===== src/rtl/msk_ref_rnd_prng.sv =====
`default_nettype none
// ============================================================================
// Module   : msk_ref_rnd_prng
// Purpose  : Seeded pseudo-random source for masked refresh gadgets. A 64-bit
//            Fibonacci LFSR (x^64 + x^63 + x^61 + x^60 + 1) is loaded from an
//            8-byte serial seed. It then discards WARMUP cycles of output and
//            finally delivers NR fresh bits per handshake on rnd.
// Revision : 1.0 - initial release
// ----------------------------------------------------------------------------
// Parameters
//   d          masking order of the driven refresh gadget (2..5)
//   WARMUP     discard cycles after seeding (1..255)
//   NR         derived output width (d=2:1, d=3:2, d=4:4, d=5:5)
// Ports
//   clk        rising-edge clock
//   rst        synchronous active-high reset
//   seed_in    seed byte; the first byte accepted ends up in s[63:56]
//   seed_valid seed byte offered
//   seed_ready seed byte can be accepted (IDLE, LOAD or RUN, not in reset)
//   rnd        NR random bits; rnd[0] is the oldest generated bit
//   rnd_valid  rnd holds fresh, unconsumed bits
//   rnd_ready  consumer takes rnd this cycle
//   busy       block is loading a seed or warming up
// ============================================================================
module msk_ref_rnd_prng #(
    parameter  int d      = 2,
    parameter  int WARMUP = 128,
    localparam int NR     = (d == 2) ? 1 :
                            (d == 3) ? 2 :
                            (d == 4) ? 4 : 5
) (
    input  logic          clk,
    input  logic          rst,
    input  logic [7:0]    seed_in,
    input  logic          seed_valid,
    output logic          seed_ready,
    output logic [NR-1:0] rnd,
    output logic          rnd_valid,
    input  logic          rnd_ready,
    output logic          busy
);

    // Last value of the warm-up counter before the block enters RUN.
    localparam logic [7:0] WARM_LAST = 8'(WARMUP - 1);

    typedef enum logic [1:0] {
        ST_IDLE   = 2'd0,
        ST_LOAD   = 2'd1,
        ST_WARMUP = 2'd2,
        ST_RUN    = 2'd3
    } state_t;

    state_t        state_q;
    logic [63:0]   s_q;
    logic [2:0]    byte_cnt_q;
    logic [7:0]    warm_cnt_q;
    logic [NR-1:0] rnd_q;
    logic          rnd_valid_q;

    // Next-state candidates computed from the current register contents.
    logic [63:0]   s_load_d;    // state with the offered seed byte shifted in
    logic [63:0]   s_adv_d;     // state advanced by NR LFSR steps
    logic [NR-1:0] rnd_next_d;  // the NR feedback bits produced by those steps
    logic          seed_fire;

    // ------------------------------------------------------------------------
    // Handshake decode. seed_ready and busy come straight from the state
    // register; gating with rst keeps both low while reset is held, which
    // matters on the very first reset cycle when the state is still unknown.
    // ------------------------------------------------------------------------
    assign seed_ready = !rst && (state_q != ST_WARMUP);
    assign busy       = !rst && ((state_q == ST_LOAD) || (state_q == ST_WARMUP));
    assign seed_fire  = seed_valid && seed_ready;

    assign rnd        = rnd_q;
    assign rnd_valid  = rnd_valid_q;

    assign s_load_d   = {s_q[55:0], seed_in};

    // ------------------------------------------------------------------------
    // NR LFSR steps unrolled within one cycle. Each step shifts left and
    // appends the feedback bit, so rnd_next_d[0] is the first generated bit
    // and rnd_next_d[NR-1] the last.
    // ------------------------------------------------------------------------
    always_comb begin
        s_adv_d    = s_q;
        rnd_next_d = '0;
        for (int i = 0; i < NR; i++) begin
            rnd_next_d[i] = s_adv_d[63] ^ s_adv_d[62] ^ s_adv_d[60] ^ s_adv_d[59];
            s_adv_d       = {s_adv_d[62:0], rnd_next_d[i]};
        end
    end

    // ------------------------------------------------------------------------
    // Control state machine with all datapath registers.
    // ------------------------------------------------------------------------
    always_ff @(posedge clk) begin
        if (rst) begin
            state_q     <= ST_IDLE;
            s_q         <= '0;
            byte_cnt_q  <= '0;
            warm_cnt_q  <= '0;
            rnd_q       <= '0;
            rnd_valid_q <= 1'b0;
        end else begin
            case (state_q)
                ST_IDLE: begin
                    if (seed_fire) begin
                        s_q        <= s_load_d;
                        byte_cnt_q <= 3'd1;
                        state_q    <= ST_LOAD;
                    end
                end

                ST_LOAD: begin
                    // With seed_valid low, everything holds indefinitely.
                    if (seed_fire) begin
                        if (byte_cnt_q == 3'd7) begin
                            // All-zero is the LFSR lock-up state; substitute
                            // the smallest non-zero seed.
                            s_q        <= (s_load_d == 64'h0) ? 64'h1 : s_load_d;
                            byte_cnt_q <= '0;
                            warm_cnt_q <= '0;
                            state_q    <= ST_WARMUP;
                        end else begin
                            s_q        <= s_load_d;
                            byte_cnt_q <= byte_cnt_q + 3'd1;
                        end
                    end
                end

                ST_WARMUP: begin
                    s_q        <= s_adv_d;
                    warm_cnt_q <= warm_cnt_q + 8'd1;
                    if (warm_cnt_q == WARM_LAST) begin
                        state_q <= ST_RUN;
                    end
                end

                ST_RUN: begin
                    if (seed_fire) begin
                        // Reseed wins over consumption. rnd keeps its last
                        // value, but it is no longer marked valid.
                        s_q         <= s_load_d;
                        byte_cnt_q  <= 3'd1;
                        rnd_valid_q <= 1'b0;
                        state_q     <= ST_LOAD;
                    end else if (!rnd_valid_q || rnd_ready) begin
                        // Fill an empty output, or refill a consumed one.
                        s_q         <= s_adv_d;
                        rnd_q       <= rnd_next_d;
                        rnd_valid_q <= 1'b1;
                    end
                end

                default: begin
                    state_q <= ST_IDLE;
                end
            endcase
        end
    end

endmodule
`default_nettype wire


===== config.mk =====
export PLATFORM = sky130hd
export DESIGN_NAME = msk_ref_rnd_prng
export DESIGN_NICKNAME = d
export VERILOG_FILES = /design/src/rtl/msk_ref_rnd_prng.sv
export SDC_FILE = /design/constraint.sdc
export NUM_CORES = 1
export LEC_CHECK = 0
export BUFFER_PORTS_ARGS = -buffer_cell sky130_fd_sc_hd__buf_2
export CAP_MARGIN = 20
export CORE_MARGIN = 10
export CORE_UTILIZATION = 62
export DETAILED_ROUTE_END_ITERATION = 10
export HOLD_SLACK_MARGIN = 0.05
export PLACE_DENSITY = 0.89
export RECOVER_POWER = 25
export SYNTH_ARGS = -nofsm -noshare
export SYNTH_HDL_FRONTEND = slang
export SYNTH_SLANG_ARGS = --single-unit

===== constraint.sdc =====
create_clock -name clk -period 2.5 [get_ports clk]
set_input_delay 0.25 -clock clk [delete_from_list [all_inputs] [get_ports clk]]
set_output_delay 0.25 -clock clk [all_outputs]
set_load 0.01 [all_outputs]

== Word-level counts from Yosys, hierarchy flattened ==
Index checks and enable logic that the tools add are counted.
Operators by class
  reduce and logical (&&, ||, !) cells: 19
  muxes and demuxes: 21
  add/sub/neg operators: 2
  equality and inequality tests: 12
  bitwise operators: 4
Operators with widths (number)
  $mux W64: 6
  $pmux W64 S4: 1
  $logic_not A64 Y1: 1
  $mux W8: 2
  $pmux W8 S2: 1
  $reduce_and A3 Y1: 4
  $mux W3: 3
  $add A8 B1 Y8 const B: 1
  $eq A8 B7 Y1 const B: 1
  $mux W2: 4
  $ne A2 B1 Y1 const B: 3
  $ne A2 B2 Y1 const B: 3
  $pmux W2 S3: 1
  $pmux W3 S2: 1
  $reduce_bool A2 Y1: 3
  $eq A2 B2 Y1 const B: 2
  $reduce_and A4 Y1: 1
  $add A3 B1 Y3 const B: 1
  $eq A3 B3 Y1 const B: 1
  $logic_and A1 B1 Y1: 3
  $ne A3 B3 Y1 const B: 1
  $xor A1 B1 Y1: 3
  $eq A2 B1 Y1 const B: 1
  $logic_not A1 Y1: 2
  other kinds (6): 8
Storage, ports and cells
  output and inout bits: 4
  bits in registers: 79
  word-level logic and storage cells: 64
  input bits: 12

== Longest topological paths before layout ==
Gate-level depths: netlist (run 1).
  word-level depth: 6
  gate-level depth with buffers: 10
  gate-level depth less buffers: 7

== Worst setup path after synthesis (run 1) ==
OpenSTA, ideal clock, no wires.
  path kind: register -> register
  from: register state_q[0]
  to: register s_q[10]
  stages on the path, launching flop included: 11
  slack: 0.261 ns
  data required time: 2.378 ns
  buffers on the path: 3
  clock period less this slack: 2.239 ns
  library setup time: 0.122 ns
  arrival: 2.117 ns
  path through: dfxtp_1 -> inv_1 -> ha_1 -> buf_6 -> or3b_1 -> buf_2 -> a21oi_4 -> nor2_2 -> buf_2 -> a211oi_1 -> a21oi_1
Between the ends
  cells in the longest elaborated chain, start to end: 5
  elaborated cells on any way between the ends: 13
  classes of those cells: eq/ne: 7; mux: 2; reduce/logical: 4
Ends and longest elaborated chain
  start: declaration: line 53  | state_t state_q;
  start signal: assignment: line 99  | state_q <= ST_IDLE;
  start signal: assignment: line 111  | state_q <= ST_LOAD;
  start signal: assignment: line 124  | state_q <= ST_WARMUP;
  $ne A2 B2 Y1: line 71  | assign seed_ready = !rst && (state_q != ST_WARMUP);
  $logic_and A1 B1 Y1: line 71
  $logic_and A1 B1 Y1: line 73  | assign seed_fire = seed_valid && seed_ready;
  $mux W64 (tied with other cells): line 141  | if (seed_fire) begin
  $pmux W64 S4 or $reduce_and A3 Y1 (tied branches)
  end signal: assignment: line 109  | s_q <= s_load_d;
  end signal: assignment: line 144  | s_q <= s_load_d;
  end signal: assignment: line 150  | s_q <= s_adv_d;
  end: declaration: line 54  | logic [63:0] s_q;
Several ways; a longest one is shown, not always the timed one.
A chain may end at the register's enable or synchronous reset.

== Final worst setup path (run 1) ==
  from: register state_q[0]
  to: register s_q[53]
Same word-level chain as after synthesis.

==> results of run 1 <==
-- final timing paths --
path | from | endpoint | slack (ns) | cells past startpoint
setup / recovery | state_q[0] | s_q[53] | 0.17 | 8
hold / removal | seed_in[4] | s_q[4] | 0.23 | 3
setup reg to reg | state_q[0] | s_q[53] | 0.17 | 8
hold reg to reg | warm_cnt_q[1] | warm_cnt_q[1] | 0.49 | 2
-- final cells by class --
class	count	area [µm²]
clock buffer	12	145
clock inverter	4	55.1
fill	571	2320
inverter	65	244
multi-input combinational	371	2590
sequential	79	1580
tap	99	124
timing repair buffer	32	270
-- per-layer routing --
layer | share of wire | vias up | GRT usage
li1 | - | 2183 | -
met1 | 0.42 | 2177 | 0.274
met2 | 0.48 | 213 | 0.349
met3 | 0.077 | 39 | 0.0503
met4 | 0.027 | 0 | 0.0890
met5 | 0 | - | 0
-- layout by cell type (no fill, tap or decap), drive strengths merged, types with 9 or more instances in the layout --
cell type / n
a211oi: 53
nor4: 16
o311ai: 52
nor2: 21
dfxtp: 79
o31ai: 12
a21oi: 75
nand2: 9
buf: 26
clkbuf: 18
inv: 64
ha: 9
o211ai: 54
-- power by group through the flow --
stage | Sequential [µW] | Clock, µW | Combinational [µW]
after floorplan | 2230 | 0 | 2960
after global routing | 2500 | 1040 | 4230
final | 2440 | 993 | 3850
after detailed placement | 2420 | 0 | 3750
after global placement | 2390 | 0 | 3600
after CTS | 2400 | 990 | 3780
-- flip-flops by register name, indices dropped and copies added (netlist names) --
register	count
byte_cnt_q	3
rnd	1
rnd_valid	1
s_q	64
state_q	2
warm_cnt_q	8
-- tightest hold or removal path: cells and delay by family --
family / cells / cell delay, ns
compound gates: 2 / 0.21
buf+inv: 1 / 0.10
-- cells by family (layout without fill, tap and decap cells) --
kind of cell,Yosys count,after routing,share of synthesized area
AND/OR/NAND/NOR,83,83,0.0960
AO/OA/AOI/OAI,269,269,0.408
XOR/XNOR,8,8,0.0149
buffers and inverters,126,113,0.117
adder cells (fa/ha/maj),9,9,0.0239
flip-flops,79,79,0.336
multiplexers,2,2,0.00426
-- per-stage QoR --
| step | hold slack [ns] | worst slack [ns] | power [µW] |
|---|---|---|---|
| after floorplan | 0.449 | 0.261 | 5180 |
| after global placement | 0.462 | 0.0777 | 5990 |
| after detailed placement | 0.474 | 0.109 | 6170 |
| after CTS | 0.220 | 0.0721 | 7170 |
| after global routing | 0.243 | 0.0141 | 7780 |
| final | 0.230 | 0.165 | 7280 |
-- what timing repair did --
item / 4_1_cts / 5_1_grt
gates resized for setup: 0 / 1
endpoints found under the setup margin: 0 / 44
buffers inserted: 0 / 0
==> out/results.ini, run 1 <==
[die]
fp.dieW_um=107
initial_core_util=0.642
rows=31
die_h_um=107
io_pins=16
die-area_mm2=0.0115
core-area_mm2=0.00733

[placement]
dp_hpwl_mm=7.87
dp_cells=646
gp_congestion=0.894
placed_cell_area_mm2=0.00482
io_buffers=15

[synth]
async_reset_ff_frac=0
yosysWarnings=0
synth_top_area_cell=dfxtp_1
synthFlopType=dfxtp_1
synth_top_area_share=0.336
syn_area_per_cell_um2=8.17
synth-edff-count=0
ys_seq_elements=79
yosysSeqAreaShare=0.336
synth.most_common_cell=dfxtp_1
syn-num-nets=597
synthTopCellsByCount=79 x dfxtp_1, 74 x a21oi_1, 64 x inv_1
syn_inst=576
netlist_area_mm2=0.00470
synth_cell_types=46
yosys-top-cells-area=dfxtp_1 34%, o311ai_0 9.7%, o211ai_1 8.6%, a211oi_1 8.5%, a21oi_1 7.9%

[critical_path]
critical-path-max-stage-delay_ns=0.47
critical-path-top-delay-family=compound AO/OA/AOI/OAI gates
path_class=flip-flop to flip-flop
cp.arrival_ns=2.58
crit_chain=inv_1 -> ha_1 -> or3b_4 -> a21oi_4 -> nor2_4 -> buf_12 -> a211oi_1 -> a21oi_1
crit_buf_inv=2
start_kind=flip-flop
cp-end-kind=flip-flop
critPathMaxFanout=41
cp.required_ns=2.74
slowest_stage=or3b_4

[pwr]
intPower_uw=3690
p_comb_frac=0.528
leakagePower_uw=0.00156
ir_drop_mv=0.701
clock_power_share=0.136
switching_share=0.494
switchingPower_uw=3590
seqPwrFrac=0.335
power.density_mw_per_mm2=1450

[detailed_routing]
postRouteAntennaNets=0
vias=4612
drcViolationCount=0
vias_per_cell=6.97
first_pass_iters=5
drt-total-wl_mm=12.7
drtIter0Drc=584
avgRoutedWirePerCell_um=19.2

[final_layout]
synthToLayoutAreaGrowth_pct=6.49
drive_gt1_frac=0.0959
n_antenna_cell=0
fin_util=0.683
nNetsFinal=579
stdcell_count=662
post-route-cell-area_mm2=0.00501

[global_routing]
antenna_found_initial=0
grt_max_degree=93
grt_pass1_wl_mm=21.2
first_global_vias=4326
grt.total_usage=0.218
grt_overflow=0

[clocking]
insertion_delay_ns=0.36
cts_tree=done
cts_hold_buf=0
clkTransAtPathRegs_ns=0.09
clkSinkCount=79
h-tree-depth=3
cts_buffer_depth=2
cts_root_buf=clkbuf_8
cts_made_buffers=9

[sta]
rsz0062_at_grt=no
fmax_mhz=428
max_slew_margin=0.566
setup_violations=0
fin_crit_ns=2.33
fin_setup_tns_ns=0
hold_violations=0
finClkSkew_ns=0.0175
slew_viol_final=0
tightest_slew_ns=0.648
fin_crit_sh=0.934

[min_path]
min_path_type=input pin to flip-flop

[job]
drv_cap=0

[status]
outcome=finished, final reports clean

(Power assumes the default switching activity.)
==> run 2, diff against run 1 <==
--- a/config.mk
+++ b/config.mk
@@ -8,10 +8,11 @@
 export BUFFER_PORTS_ARGS = -buffer_cell sky130_fd_sc_hd__buf_2
 export CAP_MARGIN = 20
 export CORE_MARGIN = 10
-export CORE_UTILIZATION = 62
+export CORE_UTILIZATION = 65
+export CTS_BUF_LIST = sky130_fd_sc_hd__clkbuf_8
 export DETAILED_ROUTE_END_ITERATION = 10
 export HOLD_SLACK_MARGIN = 0.05
-export PLACE_DENSITY = 0.89
+export PLACE_DENSITY = 0.92
 export RECOVER_POWER = 25
 export SYNTH_ARGS = -nofsm -noshare
 export SYNTH_HDL_FRONTEND = slang
==> out/results.ini, run 2 (same netlist as run 1, synthesis figures left out) <==
[status]
outcome=finished, final reports clean

[final_layout]
synthToLayoutAreaGrowth_pct=8.48
nNetsFinal=586
n_antenna_cell=0
top_regs=s_q x64, warm_cnt_q x8, byte_cnt_q x3
final_common_cell=dfxtp_1
layout_common_cells=79 x dfxtp_1, 74 x a21oi_1, 64 x inv_1, 54 x o211ai_1, 53 x a211oi_1
regMostFlops=s_q
drive_gt1_frac=0.112
largest_reg_flops=64

[die]
die_h_um=105
io_pins=16
rows=30
fp.dieW_um=105
initial_core_util=0.681
die-area_mm2=0.0110
core-area_mm2=0.00691

[detailed_routing]
postRouteAntennaNets=0
avgRoutedWirePerCell_um=20.1
drt-total-wl_mm=13.4
vias_per_cell=7.27
drcViolationCount=0
drtIter0Drc=676
vias=4844
first_pass_iters=6

[clocking]
clkSinkCount=79
cts_buffer_depth=2
clkTransAtPathRegs_ns=0.09
cts_hold_buf=0
cts_root_buf=clkbuf_8
cts_made_buffers=9
cts_tree=done
h-tree-depth=3
insertion_delay_ns=0.37

[sta]
max_slew_margin=0.506
fmax_mhz=427
tightest_slew_ns=0.739
setup_violations=0
fin_setup_tns_ns=0
fin_crit_sh=0.937
fin_crit_ns=2.34
hold_violations=0
rsz0062_at_grt=no
slew_viol_final=0
finClkSkew_ns=0.0111

[min_path]
min_path_type=input pin to flip-flop

[global_routing]
first_global_vias=4615
grt_max_degree=64
grt_pass1_wl_mm=22.1
grt_overflow=0
grt.total_usage=0.233
antenna_found_initial=0

[critical_path]
crit_chain=inv_1 -> ha_1 -> or3b_4 -> a21oi_4 -> buf_4 -> nor2_4 -> a211oi_1 -> a21oi_1
critPathMaxFanout=26
path_class=flip-flop to flip-flop
cp-end-kind=flip-flop
slowest_stage=or3b_4
start_kind=flip-flop
cp.required_ns=2.75
critical-path-max-stage-delay_ns=0.49
cp.arrival_ns=2.59

[pwr]
p_total_uw=7630
power.density_mw_per_mm2=1490
leakagePower_uw=0.00161
ir_drop_mv=0.730

[placement]
gp_congestion=0.880
dp_hpwl_mm=8.04
io_buffers=15

[job]
drv_cap=0

[run 2: power by group]
| part | switching [µW] | leakage (µW) | internal (µW) | total (µW) |
|---|---|---|---|---|
| Combinational | 2590 | 0.000850 | 1500 | 4080 |
| Clock | 514 | 0.000113 | 595 | 1110 |
| Sequential | 622 | 0.000649 | 1810 | 2430 |
| Total | 3720 | 0.00161 | 3910 | 7630 |
[run 2: layout make-up]
| class | count | area (µm²) |
|---|---|---|
| multi-input cells | 372 | 2620 |
| fillers | 492 | 1800 |
| flip-flops and latches | 79 | 1580 |
| repair buffers | 38 | 312 |
| inverters | 65 | 244 |
| clock buffers | 10 | 138 |
| well taps | 96 | 120 |
| clock inverters | 6 | 90.1 |
[run 2: worst max-delay path: cells and delay by family (launching register included)]
kind                       cells  cell delay [ns]
AOI/OAI and AO/OA              3             0.67
and+or+nand+nor                2             0.63
buffers and inverters          2             0.28
adders and majority gates      1             0.23
DFF                            1             0.42
[run 2: per-stage QoR]
stage	instances	util	hold WS [ns]	worst slack [ns]	area (µm²)
2_1_floorplan	576	-	0.449	0.261	4700
3_3_place_gp	644	0.698	0.460	0.0845	4820
3_5_place_dp	644	0.698	0.483	-0.0341	4820
4_1_cts	661	0.733	0.212	0.00172	5060
5_1_grt	666	0.739	0.220	0.0603	5100
6_report	666	0.739	0.215	0.158	5100
[run 2: routing by layer]
metal  routed length (µm)  track usage  share of wire
met5                    0            0              0
met4                  503        0.124          0.038
met3                 1200       0.0522          0.090
met2                 6370        0.376           0.48
met1                 5300        0.282           0.40
[run 2: final timing paths]
kind | depth (start not counted) | slack [ns] | end | from
max | 8 | 0.16 | s_q[17] | state_q[0]
min | 3 | 0.21 | s_q[2] | seed_in[2]
max reg2reg | 8 | 0.16 | s_q[17] | state_q[0]
min reg2reg | 2 | 0.50 | warm_cnt_q[1] | warm_cnt_q[1]
[run 2: what timing repair did]
item	in CTS	in global routing
gates resized for setup	1	3
cloned	1	0
endpoints found under the setup margin	39	60
buffers inserted	0	5
pin swaps	2	1
